==> config.mk <==
export PLATFORM = sky130hd
export DESIGN_NAME = seq_detector_param
export DESIGN_NICKNAME = d
export VERILOG_FILES = /design/src/rtl/seq_detector_param.sv
export SDC_FILE = /design/constraint.sdc
export NUM_CORES = 1
export LEC_CHECK = 0
export BUFFER_PORTS_ARGS = -buffer_cell sky130_fd_sc_hd__buf_2
export CAP_MARGIN = 20
export CORE_MARGIN = 2
export CORE_UTILIZATION = 54
export CTS_CLUSTER_DIAMETER = 80
export CTS_CLUSTER_SIZE = 10
export DETAILED_ROUTE_END_ITERATION = 10
export PLACE_DENSITY_LB_ADDON = 0.08
export SKIP_CTS_REPAIR_TIMING = 1
export SLEW_MARGIN = 20
export SYNTH_ARGS = -nofsm -noshare
export SYNTH_HDL_FRONTEND = slang
export SYNTH_SLANG_ARGS = --single-unit
==> constraint.sdc <==
create_clock -name clk -period 2.98 [get_ports clk]
set_input_delay 0.596 -clock clk [delete_from_list [all_inputs] [get_ports clk]]
set_output_delay 0.596 -clock clk [all_outputs]
set_load 0.05 [all_outputs]
==> src/rtl/seq_detector_param.sv <==
// seq_detector_param: parametrised serial bit-pattern detector.
// Shifts valid-qualified serial bits into a history register and flags a
// registered one-cycle pulse when the last SEQ_LEN valid bits equal the
// (runtime-reloadable) pattern. Counts matches in a saturating counter.
//
// Input handshake: in_valid qualifies in for the current cycle; there is no
// ready/backpressure, every valid bit is consumed on the edge it is presented.
// pat_load takes priority over in_valid; a bit presented together with
// pat_load is dropped.
module seq_detector_param #(
   parameter int                 SEQ_LEN     = 4,
   parameter logic [SEQ_LEN-1:0] DEF_PATTERN = 4'b1011,
   parameter bit                 OVERLAP     = 1'b1,
   parameter int                 CNT_W       = 8
) (
   input  logic               clk,
   input  logic               rst,
   input  logic               in_valid,
   input  logic               in,
   input  logic               pat_load,
   input  logic [SEQ_LEN-1:0] pat_in,
   input  logic               clear_cnt,
   output logic               detect,
   output logic [CNT_W-1:0]   match_cnt,
   output logic               cnt_sat
);

   localparam int               FW      = $clog2(SEQ_LEN + 1);
   localparam logic [FW-1:0]    FULL    = FW'(SEQ_LEN);
   localparam logic [CNT_W-1:0] CNT_MAX = '1;

   logic [SEQ_LEN-1:0] pattern;
   logic [SEQ_LEN-1:0] hist;
   logic [FW-1:0]      fill;

   logic [SEQ_LEN-1:0] nh;
   logic [FW-1:0]      nf;
   logic               match;
   logic [SEQ_LEN-1:0] hist_nxt;
   logic [SEQ_LEN-1:0] pattern_nxt;
   logic [FW-1:0]      fill_nxt;
   logic               detect_nxt;
   logic [CNT_W-1:0]   cnt_nxt;

   // Next-state logic: pattern reload beats a valid bit; fill gates matching
   // so stale zero history can never match an all-zero pattern.
   always_comb begin
      nh          = {hist[SEQ_LEN-2:0], in};
      nf          = (fill == FULL) ? FULL : fill + FW'(1);
      match       = 1'b0;
      hist_nxt    = hist;
      fill_nxt    = fill;
      pattern_nxt = pattern;
      detect_nxt  = 1'b0;

      if (pat_load) begin
         pattern_nxt = pat_in;
         hist_nxt    = '0;
         fill_nxt    = '0;
      end else if (in_valid) begin
         match      = (nf == FULL) && (nh == pattern);
         hist_nxt   = nh;
         detect_nxt = match;
         if (match && !OVERLAP) begin
            fill_nxt = '0;
         end else begin
            fill_nxt = nf;
         end
      end

      // A clear coinciding with a match keeps that match as the first count.
      cnt_nxt = match_cnt;
      if (clear_cnt) begin
         cnt_nxt = match ? CNT_W'(1) : '0;
      end else if (match && (match_cnt != CNT_MAX)) begin
         cnt_nxt = match_cnt + CNT_W'(1);
      end
   end

   // State and output registers, asynchronously reset.
   always_ff @(posedge clk or negedge rst) begin
      if (!rst) begin
         pattern   <= DEF_PATTERN;
         hist      <= '0;
         fill      <= '0;
         detect    <= 1'b0;
         match_cnt <= '0;
         cnt_sat   <= 1'b0;
      end else begin
         pattern   <= pattern_nxt;
         hist      <= hist_nxt;
         fill      <= fill_nxt;
         detect    <= detect_nxt;
         match_cnt <= cnt_nxt;
         cnt_sat   <= (cnt_nxt == CNT_MAX);
      end
   end

endmodule
==> results.yml, run 1 <==
global_routing:
  grt_antenna_before_repair: 0
  grt_start_max_net_pins: 21
  overflow: 0
  grt_pass1_wl_um: 4070
  grt_use_total_pct: 21.3
  grt_pass1_vias: 896
floorplanning:
  die_h_um: 50.2
  die_area_um2: 2520
  core_um2: 1980
  pin_count: 20
  initial_utilization_pct: 58.2
  die_w_um: 50.2
  num_rows: 16
cts:
  cts_buffers: 3
  cts_root_buf: "clkbuf_4"
  path_clk_slew_ps: 120
  clkLatencyLatePin_ps: 310
  h-tree-depth: 1
  clock_path_buffers: 2
  cts_sinks: 20
  cts_tree: "done"
timing:
  rsz0062_at_grt: "no"
  maxSlewHeadroom_pct: 70.7
  worst_slew_pin_slew_ps: 439
  fmax_mhz: 387
  finClkSkew_ps: 6.94
  final-hold-violation-count: 0
  finalMaxSlewViolations: 0
  setup_tns_ps: 0
  setup_violations: 0
  period_needed_ps: 2580
  period_share_pct: 86.7
route:
  routed_wl_um: 2410
  drt_pass1_iterations: 4
  vias_per_cell: 5.68
  routedWlPerCell_um: 14.6
  drc: 0
  num_vias: 938
  drtIter0Drc: 31
  drtAntennaViolNets: 0
placed_design:
  gp_congestion: 0.835
  placed_cell_area_um2: 1270
  port_buffers: 19
  hpwlAfterDp_um: 1810
synthesis:
  synth.top_cell.area_share_pct: 36.9
  synth_area_um2: 1150
  yosysWarningCount: 0
  yosys_register_bits: 20
  yosys.area.top_type: "dfrtp_1"
  synth_seq_area_share_pct: 43.7
  synth_nets: 131
  netlist_instances: 118
  ys_top_cells_by_area: "dfrtp_1 37%, dfstp_2 6.8%, mux2i_1 6.1%"
  postSynthAreaPerCell_um2: 9.78
  synth_cell_types: 36
cells_and_area:
  layout-drive-gt1-share_pct: 25.4
  n_antenna_cell: 0
  syn2layout_area_growth_pct: 13.3
  final_nets: 152
  final_area_um2: 1310
  fin_util_pct: 66.0
power_and_ir_drop:
  p_leak_nw: 0.619
  peakVddDrop_mv: 0.274
  power_w: 0.000505
  power.density_nw_per_um2: 386
setup_path:
  worst_ep_required_time_ps: 3200
  cp-end-kind: "flop"
  crit_fanout: 6
  critPathLaunchType: "flop"
  critPathArrivalTime_ps: 2810
  critical_path_class: "reg2reg"
run:
  maxCapViolations: 0
min_path:
  hp-class: "in2async"
run_status:
  status: "finished clean"
==> synthesized netlist by cell type, drive strengths merged <==
| cell | instances |
|---|---|
| nand2 | 8 |
| xor2 | 4 |
| ha | 3 |
| clkbuf | 1 |
| mux2 | 5 |
| nand4b | 1 |
| nor2b | 1 |
| dfrtp | 17 |
| or4b | 2 |
| buf | 3 |
| or3 | 2 |
| nand2b | 2 |
| nor2 | 15 |
| mux2i | 7 |
| nand4 | 5 |
| nor4b | 1 |
| nand3 | 4 |
| or4 | 1 |
| a21o | 1 |
| and3 | 1 |
| inv | 7 |
| xnor2 | 1 |
| o31ai | 1 |
| o21a | 1 |
| o2111a | 1 |
| nor3 | 3 |
| nand3b | 3 |
| o2111ai | 1 |
| o21ai | 5 |
| dfstp | 3 |
| a211o | 1 |
| nor4 | 2 |
| a21oi | 5 |
==> worst max-delay path, stage by stage (launching register included) <==
cell	delay, ps
dfrtp_1	430
inv_1	70
ha_1	300
nand2b_1	170
a21oi_1	240
nand4b_1	230
buf_4	230
or4_1	400
a21oi_1	220
nor4b_4	230
==> power breakdown <==
group	switching, W	leakage (nW)	internal [W]
registers	0.00000812	0.264	0.000284
logic	0.0000283	0.333	0.0000227
clock network	0.0000877	0.0210	0.0000748
==> registers in the layout, summed over array words and instances (netlist names) <==
register,count
detect,1
match_cnt,8
pattern,4
hist,3
fill,3
cnt_sat,1
==> area by class of cell <==
cell class | instances | area, um2
tap | 27 | 33.8
clock buffer | 4 | 36.3
inverter | 7 | 26.3
fill | 167 | 674
timing repair buffer | 20 | 103
multi-input combinational | 87 | 604
sequential | 20 | 504
==> layout by cell type (no fill, tap or decap), types with 2 or more instances in the layout <==
cell	count
dfrtp_1	17
a21oi_1	5
or3_1	2
xor2_1	4
nand2_1	8
dfstp_2	3
mux2_2	4
nand3b_1	3
clkbuf_4	3
buf_2	19
nand4_1	5
nor3_1	3
nand3_1	4
nor2_1	15
nand2b_1	2
inv_1	7
ha_1	3
o21ai_0	5
mux2i_1	7
==> metrics by stage <==
step | setup slack [ps] | std cells | hold WS (ps)
after floorplan | 515 | 118 | 300
after global placement | 530 | 161 | 525
after detailed placement | 437 | 161 | 526
after CTS | 381 | 165 | 224
after global routing | 240 | 165 | 242
final | 396 | 165 | 203
==> cells by family after synthesis <==
group / count (synthesis) / synth area share, %
AO/OA/AOI/OAI: 16 / 8.79
XOR/XNOR: 5 / 3.80
adder cells (fa/ha/maj): 3 / 3.25
buffers and inverters: 11 / 3.90
flip-flops: 20 / 43.7
multiplexers: 12 / 11.0
AND/OR/NAND/NOR: 51 / 25.6
==> routing by layer <==
layer / GRT usage (%) / vias to the layer above / part of all wire, %
met5: 0 / - / 0
met2: 33.8 / 27 / 47
met4: 7.87 / 0 / 1.5
met3: 3.57 / 4 / 4.5
li1: - / 462 / -
met1: 29.1 / 445 / 47
==> worst paths after layout <==
kind	startpoint	endpoint	slack [ps]	depth (start not counted)
max in group asynchronous	rst	pattern[1]$_DFFE_PN1P_	2440	1
worst min register to register	pattern[2]$_DFFE_PN0P_	pattern[2]$_DFFE_PN0P_	550	1
worst min-delay path	rst	fill[2]$_DFFE_PN0P_	200	1
min in group clk	pat_in[3]	pattern[3]$_DFFE_PN1P_	510	2
worst max register to register	fill[0]$_DFFE_PN0P_	cnt_sat$_DFF_PN0_	400	9
worst max-delay path	fill[0]$_DFFE_PN0P_	cnt_sat$_DFF_PN0_	400	9
(Power assumes the default switching activity.)
==> inputs of run 2 (changes only) <==
--- a/config.mk
+++ b/config.mk
@@ -6,8 +6,9 @@
 export NUM_CORES = 1
 export LEC_CHECK = 0
+export ABC_AREA = 1
 export BUFFER_PORTS_ARGS = -buffer_cell sky130_fd_sc_hd__buf_2
 export CAP_MARGIN = 20
 export CORE_MARGIN = 2
-export CORE_UTILIZATION = 54
+export CORE_UTILIZATION = 55
 export CTS_CLUSTER_DIAMETER = 80
 export CTS_CLUSTER_SIZE = 10
==> constraint.sdc (replaced) <==
create_clock -name clk -period 2.98 [get_ports clk]
set_input_delay 0.894 -clock clk [delete_from_list [all_inputs] [get_ports clk]]
set_output_delay 0.894 -clock clk [all_outputs]
set_load 0.05 [all_outputs]
==> run 2 against run 1 <==
Via count up 15%. Critical path depth down 1. Die area increased by 6.9%. Clock power decreased by 6%. Clock skew decreased by 5.3 ps. Sequential share of layout area decreased by 2.4 points. Sequential cell count did not move. Area after synthesis increased by 9.5%. Core utilization decreased by 2.4 points. Highest routed layer unchanged.
==> results.yml, run 2 <==
timing:
  setup_ws_ps: 986
  final-hold-violation-count: 0
  worst_slew_pin_slew_ps: 414
  maxSlewHeadroom_pct: 72.4
  rsz0062_at_grt: "no"
  period_needed_ps: 1990
  setup_violations: 0
  finClkSkew_ps: 1.66
  period_share_pct: 66.9
  finalMaxSlewViolations: 0
  fmax_mhz: 501
  setup_tns_ps: 0
min_path:
  hp-class: "in2async"
setup_path:
  rrSetupSlack_ps: 990
  slowest_stage: "dfrtp_1"
  critical_path_class: "reg2reg"
  r2r-end: "cnt_sat$_DFF_PN0_"
  path_buf_inv: 0
  max_stage_delay_ps: 410
  worst_ep_required_time_ps: 3210
  cp-end-kind: "flop"
  crit_fanout: 13
  reg2reg_from: "match_cnt[0]$_DFF_PN0_"
  critPathLaunchType: "flop"
  critPathArrivalTime_ps: 2230
  r2r_cells: 8
  crit_chain: "ha_1, nand3_1, nor3_2, nand2_1, o21ai_0, xor2_1, nand3_1, nor2_1"
  critPathMostFrequentCell: "nand3_1"
  cp_top_family: "simple AND/OR/NAND/NOR gates"
synthesis:
  synth.mux.area_fraction_pct: 0
  synth_seq_area_share_pct: 39.9
  synth.top_cell.area_share_pct: 33.7
  synth_xor_area_share_pct: 0.693
  netlist_instances: 170
  synth_area_um2: 1260
  synth_cell_types: 27
  postSynthAreaPerCell_um2: 7.43
  yosys_register_bits: 20
  yosysWarningCount: 0
  synth-simple-area-share_pct: 37.4
  synth.most_common_cell: "nand2_1"
  synth_compound_area_share_pct: 6.24
  synth_edf_count: 0
  synth_nets: 183
  synth-main-ff-cell: "dfrtp_1"
  yosys.area.top_type: "dfrtp_1"
  ys_top_cells_by_area: "dfrtp_1 34%, nand2_1 11%, inv_1 8.9%"
  async_flop_share_pct: 100
  synth_common_cells: "37 x nand2_1, 30 x inv_1, 21 x nand3_1, 20 x nor2_1, 17 x dfrtp_1"
  synth_top_family_by_area: "simple AND/OR/NAND/NOR gates"
  synthAdderAreaFrac_pct: 2.97
cts:
  cts_sinks: 20
  cts_buffers: 3
  clkLatencyLatePin_ps: 290
  cts_root_buf: "clkbuf_4"
  h-tree-depth: 1
  clock_path_buffers: 2
  path_clk_slew_ps: 110
  cts_tree: "done"
route:
  vias_per_cell: 4.99
  drt_pass1_iterations: 4
  routed_wl_um: 2310
  num_vias: 1082
  drtIter0Drc: 39
  drtAntennaViolNets: 0
  routedWlPerCell_um: 10.7
  drc: 0
global_routing:
  grt_start_max_net_pins: 21
  grt_antenna_before_repair: 0
  grt_pass1_vias: 979
  grt_pass1_wl_um: 4190
  grt_use_total_pct: 20.9
  overflow: 0
cells_and_area:
  n_antenna_cell: 0
  most-common-layout-cells: "37 x nand2_1, 30 x inv_1, 21 x nand3_1"
  final_nets: 203
  top_regs: "match_cnt (8), pattern (4)"
  largest_reg_flops: 8
  final_common_cell: "nand2_1"
  largest_register: "match_cnt"
  layout-drive-gt1-share_pct: 20.6
  syn2layout_area_growth_pct: 10.2
placed_design:
  pre_cts_ws_ps: 672
  gp_congestion: 0.843
  port_buffers: 19
  hpwlAfterDp_um: 1830
run:
  maxCapViolations: 0
floorplanning:
  pin_count: 20
  num_rows: 17
  die_h_um: 51.9
  core_um2: 2190
  initial_utilization_pct: 57.7
  die_area_um2: 2700
  die_w_um: 51.9
power_and_ir_drop:
  peakVddDrop_mv: 0.264
  p_leak_nw: 0.789
  power.density_nw_per_um2: 365
run_status:
  status: "finished clean"
[run 2: cell count changes in the layout (fill, tap and decap cells not counted), moves of 3 or more]
cell | previous run | this run
nand2_1 | 8 | 37
o22ai_1 | 0 | 4
a21oi_1 | 5 | 0
xor2_1 | 4 | 1
nor2_1 | 15 | 20
mux2_2 | 4 | 0
inv_1 | 7 | 30
nand3_1 | 4 | 21
mux2i_1 | 7 | 0
o21ai_0 | 5 | 9
nand2_2 | 0 | 3
[run 2: report_power, final]
part,switching (W),total [W],internal (W)
clock network,0.0000777,0.000152,0.0000744
registers,0.00000581,0.000289,0.000283
logic,0.0000445,0.0000673,0.0000227
[run 2: worst max-delay path by stage]
stage                           start                end  slack (ps)  cells past startpoint
2_1_floorplan                pat_load  cnt_sat$_DFF_PN0_         910                     13
3_3_place_gp                 pat_load  cnt_sat$_DFF_PN0_         740                     12
3_5_place_dp                 pat_load  cnt_sat$_DFF_PN0_         670                     12
4_1_cts           fill[0]$_DFFE_PN0P_  cnt_sat$_DFF_PN0_         970                     11
5_1_grt           fill[0]$_DFFE_PN0P_  cnt_sat$_DFF_PN0_         710                     11
6_report       match_cnt[0]$_DFF_PN0_  cnt_sat$_DFF_PN0_         990                      8
[run 2: layout make-up]
class | instances | area [um2]
clock buffer | 4 | 36.3
inverter | 33 | 124
sequential | 20 | 504
tap | 28 | 35.0
fill | 213 | 798
multi-input combinational | 113 | 598
timing repair buffer | 19 | 95.1
[run 2: cell families after synthesis]
family / after synthesis
AO/OA/AOI/OAI: 14
XOR/XNOR: 1
adder cells (fa/ha/maj): 3
buffers and inverters: 37
flip-flops: 20
AND/OR/NAND/NOR: 95
[run 2: stage by stage]
stage / power [W] / hold slack [ps] / area [um2] / util (%) / cells
3_3_place_gp: 0.000361 / 494 / 1360 / 61.9 / 213
2_1_floorplan: 0.000342 / 468 / 1260 / - / 170
5_1_grt: 0.000540 / 527 / 1390 / 63.6 / 217
4_1_cts: 0.000518 / 521 / 1390 / 63.6 / 217
3_5_place_dp: 0.000361 / 511 / 1360 / 61.9 / 213
6_report: 0.000508 / 516 / 1390 / 63.6 / 217
[run 2: layer usage]
layer,vias up,routed length [um],GRT usage (%)
met5,-,0,0
met4,0,12,7.46
met3,2,121,3.74
met2,25,1030,30.8
met1,484,1150,30.6
li1,571,-,-
